==> src/rtl/io_bus_slave_pkg.sv <==
// Shared definitions for the CPU-side I/O bus slave front end.
// Latency: n/a (types and constants only).
// Backpressure: n/a.
package io_bus_slave_pkg;

   // Depth of every C16M -> FCLK synchronizer
   localparam int SYNC_DEPTH = 2;

   // Request handshake states
   typedef enum logic [1:0] {
      ST_IDLE = 2'd0,
      ST_REQ  = 2'd1,
      ST_ACT  = 2'd2,
      ST_DONE = 2'd3
   } state_t;

endpackage

==> src/rtl/io_bus_slave_sync2.sv <==
// Multi-flop synchronizer for a single C16M-domain level into FCLK, async clear.
// Latency: SYNC_DEPTH FCLK edges from input change to output change.
// Backpressure: none; the input level is sampled every cycle.
module sync2 (
   input  logic i_clk,
   input  logic i_rst_n,
   input  logic i_d,
   output logic o_q
);
   import io_bus_slave_pkg::*;

   logic [SYNC_DEPTH-1:0] r_sync;

   // Shift the asynchronous level through the flop chain
   always_ff @(posedge i_clk or negedge i_rst_n) begin
      if (!i_rst_n) begin
         r_sync <= '0;
      end else begin
         r_sync <= {r_sync[SYNC_DEPTH-2:0], i_d};
      end
   end

   assign o_q = r_sync[SYNC_DEPTH-1];

endmodule

==> src/rtl/io_bus_slave.sv <==
// CPU I/O cycle front end: posts writes, issues IOREQ level to the C16M bus master, returns nDTACK.
// Latency: accept -> IOREQ/ALE1 (and write nDTACK) 1 edge; read nDTACK 2 edges after synced IOACT falls.
// Backpressure: new I/O cycles are held unacknowledged while a request is outstanding or IOACT is high.
module io_bus_slave (
   input  logic FCLK,
   input  logic nRES,
   input  logic IOCS,
   input  logic nAS,
   input  logic RnW,
   input  logic nUDS,
   input  logic nLDS,
   input  logic IOACT,
   output logic nDTACK,
   output logic IOREQ,
   output logic IORW,
   output logic IOLDS,
   output logic IOUDS,
   output logic ALE1,
   output logic IOBUSY
);
   import io_bus_slave_pkg::*;

   state_t                r_state;
   logic                  r_rd;        // outstanding request is a read
   logic                  r_accepted;  // current CPU cycle already taken
   logic                  r_ready;     // synchronizer has shown a real IOACT low since reset
   logic [SYNC_DEPTH-1:0] r_warm;      // tracks synchronizer refill after reset
   logic                  w_ioacts;
   logic                  w_accept;

   sync2 u_sync_ioact (
      .i_clk   (FCLK),
      .i_rst_n (nRES),
      .i_d     (IOACT),
      .o_q     (w_ioacts)
   );

   assign w_accept = !nAS && IOCS && !r_accepted && r_ready &&
                     (r_state == ST_IDLE) && !w_ioacts;
   assign IOBUSY   = (r_state != ST_IDLE) || w_ioacts;

   // Hold off requests until the cleared synchronizer has refilled and shows the master idle
   always_ff @(posedge FCLK or negedge nRES) begin
      if (!nRES) begin
         r_warm  <= '0;
         r_ready <= 1'b0;
      end else begin
         r_warm  <= {r_warm[SYNC_DEPTH-2:0], 1'b1};
         r_ready <= r_ready || (r_warm[SYNC_DEPTH-1] && !w_ioacts);
      end
   end

   // Request handshake FSM with registered request, latch strobe and acknowledge outputs
   always_ff @(posedge FCLK or negedge nRES) begin
      if (!nRES) begin
         r_state    <= ST_IDLE;
         r_rd       <= 1'b0;
         r_accepted <= 1'b0;
         nDTACK     <= 1'b1;
         IOREQ      <= 1'b0;
         IORW       <= 1'b1;
         IOLDS      <= 1'b0;
         IOUDS      <= 1'b0;
         ALE1       <= 1'b0;
      end else begin
         ALE1 <= 1'b0;
         // End of CPU cycle: re-arm acceptance and release the acknowledge
         if (nAS) begin
            r_accepted <= 1'b0;
            nDTACK     <= 1'b1;
         end
         case (r_state)
            ST_IDLE: begin
               if (w_accept) begin
                  r_state    <= ST_REQ;
                  r_rd       <= RnW;
                  r_accepted <= 1'b1;
                  IOREQ      <= 1'b1;
                  IORW       <= RnW;
                  IOLDS      <= !nLDS;
                  IOUDS      <= !nUDS;
                  ALE1       <= 1'b1;
                  // Writes are posted: acknowledge the CPU right away
                  if (!RnW) begin
                     nDTACK <= 1'b0;
                  end
               end
            end
            ST_REQ: begin
               if (w_ioacts) begin
                  r_state <= ST_ACT;
                  IOREQ   <= 1'b0;
               end
            end
            ST_ACT: begin
               if (!w_ioacts) begin
                  r_state <= r_rd ? ST_DONE : ST_IDLE;
               end
            end
            ST_DONE: begin
               // Read data now sits in the master's input latch
               r_state <= ST_IDLE;
               if (!nAS) begin
                  nDTACK <= 1'b0;
               end
            end
            default: begin
               r_state <= ST_IDLE;
            end
         endcase
      end
   end

endmodule

==> config.mk <==
export PLATFORM = sky130hd
export DESIGN_NAME = io_bus_slave
export DESIGN_NICKNAME = d
export VERILOG_FILES = /design/src/rtl/io_bus_slave_pkg.sv /design/src/rtl/io_bus_slave_sync2.sv /design/src/rtl/io_bus_slave.sv
export SDC_FILE = /design/constraint.sdc
export NUM_CORES = 1
export LEC_CHECK = 0
export ABC_AREA = 0
export BUFFER_PORTS_ARGS = -buffer_cell sky130_fd_sc_hd__clkbuf_2
export CORE_AREA = 2 2 39 41
export CTS_BUF_LIST = sky130_fd_sc_hd__clkbuf_16
export DETAILED_ROUTE_END_ITERATION = 8
export DIE_AREA = 0 0 41 43
export PLACE_DENSITY = 0.83
export SLEW_MARGIN = 30
export SYNTH_ARGS = -nofsm -noshare
export SYNTH_HDL_FRONTEND = slang
export SYNTH_SLANG_ARGS = --single-unit
==> constraint.sdc <==
create_clock -name FCLK -period 4.04 [get_ports FCLK]
set_clock_uncertainty 0.2 [all_clocks]
set_input_delay 0.404 -clock FCLK [delete_from_list [all_inputs] [get_ports FCLK]]
set_output_delay 0.404 -clock FCLK [all_outputs]
set_load 0.03 [all_outputs]
==> results by group, run 1 <==
Critical path
  – Crit-path cells: inv_1 -> ha_1 -> nand4b_1 -> or3_1 -> mux2_4
  – WP data arrival: ~2.1 ns
  – CP required: 3.97 ns
  – Crit start category: flop
  – Crit path kind: reg2reg
  – Slowest cell on crit path: or3_1
  – Slowest cell delay on critical path: around 0.5 ns
  – Worst path bufs/invs: 1
  – Top delay family on crit path: simple AND/OR/NAND/NOR gates
  – Crit. End Element: flop
  – Critical path peak fanout: 6

Routing
  – Vias: 500
  – DRC: 0
  – Wirelength, routed: 1370 um
  – Vias per inst: 5.62
  – Number of DRC markers in iteration 0: 18
  – Detailed Routing Iterations Pass 1: 4
  – Per-cell routed wire length: 15.4 um
  – Routed Antenna Nets: 0

Place
  – Placed cells: 84
  – Gpl congestion: approximately 0.73
  – Half-perimeter wire length after placement: roughly 950 um
  – PortBufs: 14

Clock tree
  – Clk buf depth: 2
  – CTS H-tree depth: 1
  – TritonCTS Sinks: 15
  – Skew-Pair Late Insertion Delay: 0.25 ns
  – CTS buffer count: 3
  – Root Driver: clkbuf_16
  – Clk slew on worst S/H paths: around 0.050 ns
  – CTS tree: built
  – Post-CTS sizing: 0

Synthesis
  – Fraction of registers with async set/reset: 1.00
  – Mux share of post-synthesis cell area: 0.103
  – Synth Area in Compound Gates: 0.132
  – Post-Synth Adder-Cell Area: 0.0919
  – Synth unique cells: 20
  – Most common library cells after synthesis: dfrtp_1, inv_1, a21oi_1
  – Biggest area consumer among synthesized cells: dfrtp_1
  – Post-Synthesis Cell Area: a little under 700 sq um
  – Synth top area cells: dfrtp_1, ha_1, dfstp_2, mux2i_1, a21oi_1
  – Cells after Synth: 55
  – Yosys Warn Count: 0
  – Syn nets: a little under 70
  – Post-synthesis simple-gate area fraction: 0.0515
  – Seq/Total Area, Yosys: 0.555
  – Average cell area after synthesis: 12.4 sq um
  – Post-Synth XOR/XNOR Area: 0
  – EDFF count, synth: 0
  – Synth top area share: 0.478
  – Count leader, synth: dfrtp_1
  – Largest family of logic cells by synthesized area: compound AO/OA/AOI/OAI gates
  – Flip-flop and latch count after synthesis: 15
  – Top_reg_cell synth: dfrtp_1

Layout
  – Biggest regs: r_state x2, r_warm x2, u_sync_ioact.r_sync x2
  – Share of cells above drive strength 1: 0.315
  – Number of antenna repair diodes: 0
  – Area Overhead vs Synth: 24.8%
  – Multi-input logic area: 262 sq um
  – Register area: 378 sq um
  – Final net count: between 80 and 90
  – Final std cells w/o fill: 89
  – Fill cells: 112

Job
  – Max cap viols: 0

Floorplanning
  – Die X: 41 um
  – Initial Util: 0.492
  – Die area: 1760 sq um
  – Ports: 15
  – CORE AREA: about 1400 sq um
  – Number of placement rows: 14
  – Die Y-Extent: between 40 and 50 um

Timing
  – Achievable Freq: 461 MHz
  – Final setup fails: 0
  – Setup TNS: 0 ns
  – Final Hold Viols: 0
  – Max-slew violations: 0
  – Period Utilization, post-route: 0.537
  – Crit path time final: 2.17 ns
  – RSZ-0062 raised after global routing: no

Global routing
  – Vias in the first global route: 476
  – Initial antenna violation count: 0
  – Global-route wire length before repair: ~2000 um
  – Total grt overflow: 0
  – Largest net degree at the start of global routing: 16
  – Total Routing Usage GR: 0.187

Power
  – PwrDens: 818 nW/um^2
  – Max IR drop VDD: 0.563 mV
  – Leak: around 0.46 nW

Run status
  – Outcome: completed

Min path
  – Hold Path Class: in2reg
[repair_timing]
item / in CTS / in global routing
hold endpoints to repair: 13 / 0
setup endpoints to repair: 0 / 0
hold buffers: 1 / 0
buffers inserted: 0 / 0
[worst register-to-register path, stage by stage (launching register included)]
cell,delay (ns)
dfrtp_1,0.43
inv_1,0.14
ha_1,0.26
nand4b_1,0.17
or3_1,0.50
mux2_4,0.35
[cell type report]
class,instances,area share
Clock inverter,1,0.00589
Sequential cell,15,0.445
Tap cell,16,0.0236
Multi-Input combinational cell,31,0.308
Inverter,8,0.0353
Clock buffer,3,0.0884
Timing Repair Buffer,15,0.0943
[layout by cell type (no fill, tap or decap)]
cell / netlist / routed
dfstp_2: 2 / 2
mux2_4: 2 / 2
clkbuf_16: 0 / 3
and3b_1: 1 / 1
clkbuf_2: 0 / 14
o21ai_0: 2 / 2
nand2_1: 1 / 1
nor2_1: 2 / 2
mux2i_1: 4 / 4
inv_1: 8 / 8
ha_1: 5 / 5
a221oi_2: 1 / 1
dfrtp_1: 13 / 13
conb_1: 1 / 1
a2bb2oi_1: 1 / 1
a21o_1: 1 / 1
or3_1: 1 / 1
o211a_1: 1 / 1
nand4b_1: 1 / 1
clkinv_2: 0 / 1
o41ai_1: 1 / 1
dlygate4sd3_1: 0 / 1
a21oi_1: 6 / 6
[worst paths after layout]
| check | from | end | cells past startpoint | slack (ns) |
|---|---|---|---|---|
| setup / recovery | r_state[1]$_DFFE_PN0P_ | r_rd$_DFFE_PN0P_ | 5 | 1.87 |
| hold / removal | IOACT | u_sync_ioact.r_sync[0]$_DFF_PN0_ | 1 | 0.07 |
| setup reg to reg | r_state[1]$_DFFE_PN0P_ | r_rd$_DFFE_PN0P_ | 5 | 1.87 |
| hold reg to reg | r_warm[0]$_DFF_PN0_ | r_warm[1]$_DFF_PN0_ | 0 | 0.14 |
| max in group asynchronous | nRES | IORW$_DFFE_PN1P_ | 2 | 2.92 |
| min in group asynchronous | nRES | r_rd$_DFFE_PN0P_ | 2 | 0.40 |
[report_power, final]
| group | leakage, nW | internal (W) | switching [W] |
|---|---|---|---|
| sequential | 0.176 | 0.000201 | 0.0000344 |
| clock | 0.0409 | 0.000132 | 0.0000628 |
| combinational | 0.240 | 0.000100 | 0.000164 |
[through the flow]
step / power (W) / utilization / worst slack [ns] / instance area (sq um) / hold WS (ns)
detailed placement: 0.000494 / 0.549 / 1.91 / 759 / 0.136
floorplan: 0.000425 / - / 2.10 / 681 / -0.0916
global placement: 0.000482 / 0.549 / 1.99 / 759 / 0.126
finish: 0.000695 / 0.614 / 1.87 / 850 / 0.0662
CTS: 0.000696 / 0.614 / 1.89 / 850 / 0.0680
global route: 0.000726 / 0.614 / 1.78 / 850 / 0.0665
[routing by layer]
metal / wire length [um] / vias to the layer above / global-route usage
li1: - / 226 / -
met1: 549 / 236 / 0.203
met2: 649 / 34 / 0.281
met3: 129 / 4 / 0.0628
met4: 46 / 0 / 0.140
met5: 0 / - / 0
[kinds of logic (layout without fill, tap and decap cells)]
| group | Yosys count | count (layout) |
|---|---|---|
| multiplexers | 6 | 6 |
| AND/OR/NAND/NOR | 6 | 6 |
| buffers and inverters | 9 | 27 |
| AO/OA/AOI/OAI | 13 | 13 |
| other | 1 | 1 |
| adder cells (fa/ha/maj) | 5 | 5 |
| flip-flops | 15 | 15 |
Note: power is estimated with default switching activity, not from simulation.
==> run 2, diff against run 1 <==
--- a/config.mk
+++ b/config.mk
@@ -7,11 +7,11 @@
 export LEC_CHECK = 0
 export ABC_AREA = 0
 export BUFFER_PORTS_ARGS = -buffer_cell sky130_fd_sc_hd__clkbuf_2
-export CORE_AREA = 2 2 39 41
+export CORE_MARGIN = 1
+export CORE_UTILIZATION = 50
 export CTS_BUF_LIST = sky130_fd_sc_hd__clkbuf_16
 export DETAILED_ROUTE_END_ITERATION = 8
-export DIE_AREA = 0 0 41 43
-export PLACE_DENSITY = 0.83
+export PLACE_DENSITY = 0.81
 export SLEW_MARGIN = 30
 export SYNTH_ARGS = -nofsm -noshare
 export SYNTH_HDL_FRONTEND = slang
==> constraint.sdc (replaced) <==
create_clock -name FCLK -period 2 [get_ports FCLK]
set_clock_uncertainty 0.2 [all_clocks]
set_input_delay 0.2 -clock FCLK [delete_from_list [all_inputs] [get_ports FCLK]]
set_output_delay 0.2 -clock FCLK [all_outputs]
set_load 0.03 [all_outputs]
==> run 2 against run 1 <==
Against the previous run: clock power rose by 100%; sequential power is 96% higher; worst hold slack worse by 0.036 ns; final area rose by 8.5%; worst setup slack lost 1.8 ns; combinational power rose by 120%; largest cell class unchanged; clock-buffer cell count stayed put; critical path type unchanged; largest power group unchanged; critical path depth is the same.
==> results by group, run 2 (synthesized netlist as in run 1, its figures left out) <==
Run status
  – Outcome: completed

Layout
  – Fill cells: 80
  – Most frequent cells in the layout: clkbuf_2, dfrtp_1, inv_1
  – Area Overhead vs Synth: 35.5%
  – Final std cells w/o fill: 95
  – Share of cells above drive strength 1: 0.346
  – Most common cell after layout, fill and taps aside: clkbuf_2
  – Biggest regs: r_state x2, r_warm x2, u_sync_ioact.r_sync x2
  – Multi-input logic area: 267 sq um
  – Number of antenna repair diodes: 0
  – Final net count: 95
  – Register area: 378 sq um

Clock tree
  – CTS buffer count: 3
  – CTS tree: built
  – Clk buf depth: 2
  – Setup bufs post-CTS: 0
  – Root Driver: clkbuf_16
  – CTS H-tree depth: 1
  – Skew-Pair Late Insertion Delay: around 0.25 ns
  – TritonCTS Sinks: 15
  – Clk slew on worst S/H paths: ~0.050 ns

Power
  – Leak: 0.494 nW
  – PwrDens: 1550 nW/um^2
  – Clock power frac: 0.274
  – Net Switching: between 0.0005 and 0.0006 W
  – Switching Share: 0.358
  – Max IR drop VDD: 1.05 mV
  – Internal: 0.000920 W
  – Sequential share of power: 0.323
  – Comb power frac: 0.403

Critical path
  – Slowest cell on crit path: dfrtp_1
  – Reg2Reg Depth: 5
  – Reg2Reg Setup Slack: about 0.11 ns
  – Worst path bufs/invs: 1
  – CP required: 1.93 ns
  – Crit-path cells: inv_1 -> ha_1 -> nand4b_1 -> or3_4 -> mux2_4
  – Crit. End Element: flop
  – WP data arrival: 1.83 ns
  – Capture point of the worst reg-to-reg path: r_rd$_DFFE_PN0P_
  – Slowest cell delay on critical path: 0.40 ns
  – Crit path kind: reg2reg
  – Top delay family on crit path: simple AND/OR/NAND/NOR gates
  – Crit start category: flop
  – Critical path peak fanout: 5
  – Reg-to-reg startpoint: r_state[0]$_DFFE_PN0P_

Floorplanning
  – Die area: about 1500 sq um
  – Initial Util: 0.574
  – Die X: 38.9 um
  – Die Y-Extent: 38.9 um
  – Ports: 15
  – Number of placement rows: 12
  – CORE AREA: between 1000 and 1500 sq um

Routing
  – Per-cell routed wire length: roughly 14 um
  – Vias: a little over 500
  – DRC: 0
  – Vias per inst: roughly 5.4
  – Wirelength, routed: between 1000 and 1500 um
  – Detailed Routing Iterations Pass 1: 4
  – Routed Antenna Nets: 0
  – Number of DRC markers in iteration 0: 2

Place
  – Half-perimeter wire length after placement: 859 um
  – Placed cells: 86
  – PortBufs: 14
  – Gpl congestion: 0.876

Timing
  – Max-slew violations: 0
  – Final Hold Viols: 0
  – Setup TNS: 0 ns
  – Crit path time final: about 1.9 ns
  – RSZ-0062 raised after global routing: no
  – Period Utilization, post-route: 0.947
  – Final setup fails: 0
  – Achievable Freq: between 500 and 600 MHz

Global routing
  – Initial antenna violation count: 0
  – Total grt overflow: 0
  – Largest net degree at the start of global routing: 16
  – Total Routing Usage GR: 0.205
  – Global-route wire length before repair: 1860 um
  – Vias in the first global route: 474

Min path
  – Hold Path Class: in2reg
  – WHS Path Cells: 2
  – Endpoint, Worst Hold: IORW$_DFFE_PN1P_
  – Hold path startpoint: RnW

Job
  – Max cap viols: 0
[run 2: worst max-delay path by stage]
stage	end	depth (start not counted)	startpoint	slack (ns)
2_1_floorplan	r_rd$_DFFE_PN0P_	6	r_state[1]$_DFFE_PN0P_	0.06
3_3_place_gp	r_rd$_DFFE_PN0P_	5	r_state[0]$_DFFE_PN0P_	0.12
3_5_place_dp	r_rd$_DFFE_PN0P_	5	r_state[0]$_DFFE_PN0P_	0.09
4_1_cts	r_rd$_DFFE_PN0P_	5	r_state[0]$_DFFE_PN0P_	0.07
5_1_grt	r_rd$_DFFE_PN0P_	5	r_state[0]$_DFFE_PN0P_	0.02
6_report	r_rd$_DFFE_PN0P_	5	r_state[0]$_DFFE_PN0P_	0.11
[run 2: power groups by stage]
stage	logic [W]	clock network [W]	registers (W)
2_1_floorplan	0.000295	0	0.000563
3_3_place_gp	0.000554	0	0.000462
3_5_place_dp	0.000567	0	0.000463
4_1_cts	0.000577	0.000396	0.000462
5_1_grt	0.000635	0.000407	0.000472
6_report	0.000578	0.000392	0.000462
[run 2: cell type report]
type,count,area share
Clock buffer,3,0.0814
Clock inverter,1,0.00543
Inverter,8,0.0326
Multi-Input combinational cell,31,0.289
Sequential cell,15,0.410
Tap cell,14,0.0190
Timing Repair Buffer,23,0.163
[run 2: stage by stage]
step / area (sq um) / utilization / setup slack, ns / power [W] / hold slack (ns)
finish: 922 / 0.777 / 0.105 / 0.00143 / 0.0304
global route: 922 / 0.777 / 0.0197 / 0.00151 / 0.0421
CTS: 917 / 0.773 / 0.0739 / 0.00143 / 0.0311
detailed placement: 787 / 0.664 / 0.0872 / 0.00103 / -0.0733
global placement: 787 / 0.664 / 0.121 / 0.00102 / -0.0758
floorplan: 681 / - / 0.0646 / 0.000858 / -0.296
[run 2: routing by layer]
layer | vias to the layer above | routed length [um] | track usage
met2 | 18 | 643 | 0.346
met1 | 250 | 545 | 0.204
met4 | 0 | 49 | 0.207
li1 | 238 | - | -
met5 | - | 0 | 0
met3 | 5 | 58 | 0.0347
[run 2: worst register-to-register path, cell delays in order, from the launching register on]
cell,delay (ns)
dfrtp_1,0.40
inv_1,0.13
ha_1,0.18
nand4b_1,0.15
or3_4,0.41
mux2_4,0.31
[run 2: what timing repair did]
| item | in CTS | in global routing |
|---|---|---|
| hold buffers | 5 | 0 |
| endpoints found under the hold margin | 19 | 0 |
| resized for setup | 0 | 1 |
| endpoints found under the setup margin | 0 | 3 |
==> run 3, diff against run 2 <==
--- a/config.mk
+++ b/config.mk
@@ -6,7 +6,7 @@
 export NUM_CORES = 1
 export LEC_CHECK = 0
 export ABC_AREA = 0
-export BUFFER_PORTS_ARGS = -buffer_cell sky130_fd_sc_hd__clkbuf_2
+export BUFFER_PORTS_ARGS = -buffer_cell sky130_fd_sc_hd__buf_4
 export CORE_MARGIN = 1
 export CORE_UTILIZATION = 50
 export CTS_BUF_LIST = sky130_fd_sc_hd__clkbuf_16
==> run 3 against run 2 <==
Against the previous run: maximum frequency fell by 3.3%; core utilization rose by 2.3 points; global-route usage rose by 3.4 points; via count fell by 2.5%; first-iteration DRC count rose to 5.5 times the previous value; sequential share of layout area fell by 1.2 points; clock power fell by 4%; critical path type unchanged; highest routed layer unchanged.
==> results by group, run 3 (synthesized netlist as in run 1, its figures left out) <==
Run status
  – Outcome: completed

Clock tree
  – CTS buffer count: 3
  – Root Driver: clkbuf_16
  – Clk buf depth: 2
  – Skew-Pair Late Insertion Delay: 0.24 ns
  – TritonCTS Sinks: 15
  – CTS H-tree depth: 1
  – CTS tree: built
  – Clk slew on worst S/H paths: 0.05 ns

Timing
  – Setup TNS: 0 ns
  – Achievable Freq: 510 MHz
  – Crit path time final: 1.96 ns
  – Period Utilization, post-route: 0.980
  – Final Hold Viols: 0
  – Max-slew violations: 0
  – Final setup fails: 0
  – RSZ-0062 raised after global routing: no

Layout
  – Most frequent cells in the layout: buf_4, dfrtp_1, inv_1
  – Fill cells: 68
  – Area Overhead vs Synth: 39.5%
  – Number of antenna repair diodes: 0
  – Most common cell after layout, fill and taps aside: buf_4
  – Share of cells above drive strength 1: 0.338
  – Biggest regs: r_state x2, r_warm x2, u_sync_ioact.r_sync x2
  – Final core occ: 0.801
  – Final net count: 94

Floorplanning
  – Ports: 15
  – Die Y-Extent: roughly 40 um
  – Number of placement rows: 12
  – Die area: 1510 sq um
  – CORE AREA: 1190 sq um
  – Die X: 38.9 um
  – Initial Util: 0.574

Critical path
  – Reg2Reg Setup Slack: 0.04 ns
  – WP depth: 5
  – Worst Setup EP: r_rd$_DFFE_PN0P_
  – Crit-path cells: inv_1 -> ha_1 -> nand4b_1 -> or3_4 -> mux2_4
  – CP required: roughly 1.9 ns
  – Worst path bufs/invs: 1
  – Capture point of the worst reg-to-reg path: r_rd$_DFFE_PN0P_
  – Crit. Startpoint: r_state[0]$_DFFE_PN0P_
  – Crit start category: flop
  – Critical path peak fanout: 5
  – Reg-to-reg startpoint: r_state[0]$_DFFE_PN0P_
  – Slowest cell on crit path: or3_4
  – Reg2Reg Depth: 5
  – Crit path kind: reg2reg
  – Crit. End Element: flop
  – Slowest cell delay on critical path: 0.42 ns
  – WP data arrival: 1.88 ns
  – Top delay family on crit path: simple AND/OR/NAND/NOR gates

Global routing
  – Global-route wire length before repair: 2310 um
  – Initial antenna violation count: 0
  – Total grt overflow: 0
  – Vias in the first global route: between 500 and 600
  – Total Routing Usage GR: 0.240
  – Largest net degree at the start of global routing: 16

Routing
  – Number of DRC markers in iteration 0: 11
  – Routed Antenna Nets: 0
  – Vias: 498
  – Detailed Routing Iterations Pass 1: 4
  – DRC: 0
  – Vias per inst: 5.30
  – Per-cell routed wire length: 15.0 um
  – Wirelength, routed: 1410 um

Place
  – Gpl congestion: 0.876
  – PortBufs: 14
  – Half-perimeter wire length after placement: 919 um

Power
  – Max IR drop VDD: 0.974 mV
  – PwrDens: 1540 nW/um^2
  – Total power draw: 0.00146 W
  – Leak: 0.499 nW

Job
  – Max cap viols: 0

Min path
  – Hold Path Class: in2reg
## run 3: how the worst min path moves through the flow
| stage | start | end | slack (ns) | cells past startpoint |
|---|---|---|---|---|
| global route | RnW | r_rd$_DFFE_PN0P_ | 0.02 | 2 |
| finish | RnW | r_rd$_DFFE_PN0P_ | 0.02 | 2 |
| detailed placement | nRES | r_rd$_DFFE_PN0P_ | -0.14 | 1 |
| global placement | nRES | r_rd$_DFFE_PN0P_ | -0.14 | 1 |
| floorplan | nRES | ALE1$_DFF_PN0_ | -0.30 | 0 |
| CTS | RnW | r_rd$_DFFE_PN0P_ | 0.02 | 2 |
## run 3: repair_timing
action | in CTS | in global routing
gates resized for setup | 1 | 0
endpoints found under the hold margin | 19 | 0
setup buffers | 0 | 0
setup endpoints to repair | 1 | 0
hold buffers | 5 | 0
## run 3: report_power, final
part	switching (W)	internal (W)	leakage (nW)
Clock	0.000110	0.000266	0.0409
Combinational	0.000345	0.000271	0.282
Sequential	0.0000605	0.000407	0.176
Total	0.000515	0.000944	0.499
## run 3: layer usage
metal,wire (um),up-vias,global-route usage
met5,0,-,0
met4,14,0,0.129
met3,55,2,0.0520
met2,723,14,0.404
met1,617,246,0.279
li1,-,236,-
## run 3: worst register-to-register path, stage by stage, from the launching register on
cell and delay (ns):
dfrtp_1 0.41, inv_1 0.14, ha_1 0.20, nand4b_1 0.18
or3_4 0.42, mux2_4 0.31
## run 3: metrics by stage
step / setup WS (ns) / hold slack [ns] / cells / instance area, sq um
after detailed placement: 0.0461 / -0.137 / 85 / 815
final: 0.0407 / 0.0190 / 94 / 950
after global placement: 0.121 / -0.139 / 85 / 815
after CTS: 0.0661 / 0.0157 / 94 / 950
after floorplan: 0.0646 / -0.296 / 55 / 681
after global routing: 0.00491 / 0.0217 / 94 / 950
## run 3: area by class of cell
type                       instances  area (sq um)  share of cell area
clock buffer                       3          75.1              0.0791
clock inverter                     1          5.00             0.00527
multi-input combinational         31           267               0.281
tap                               14          17.5              0.0184
timing repair buffer              22           178               0.187
sequential                        15           378               0.398
inverter                           8          30.0              0.0316
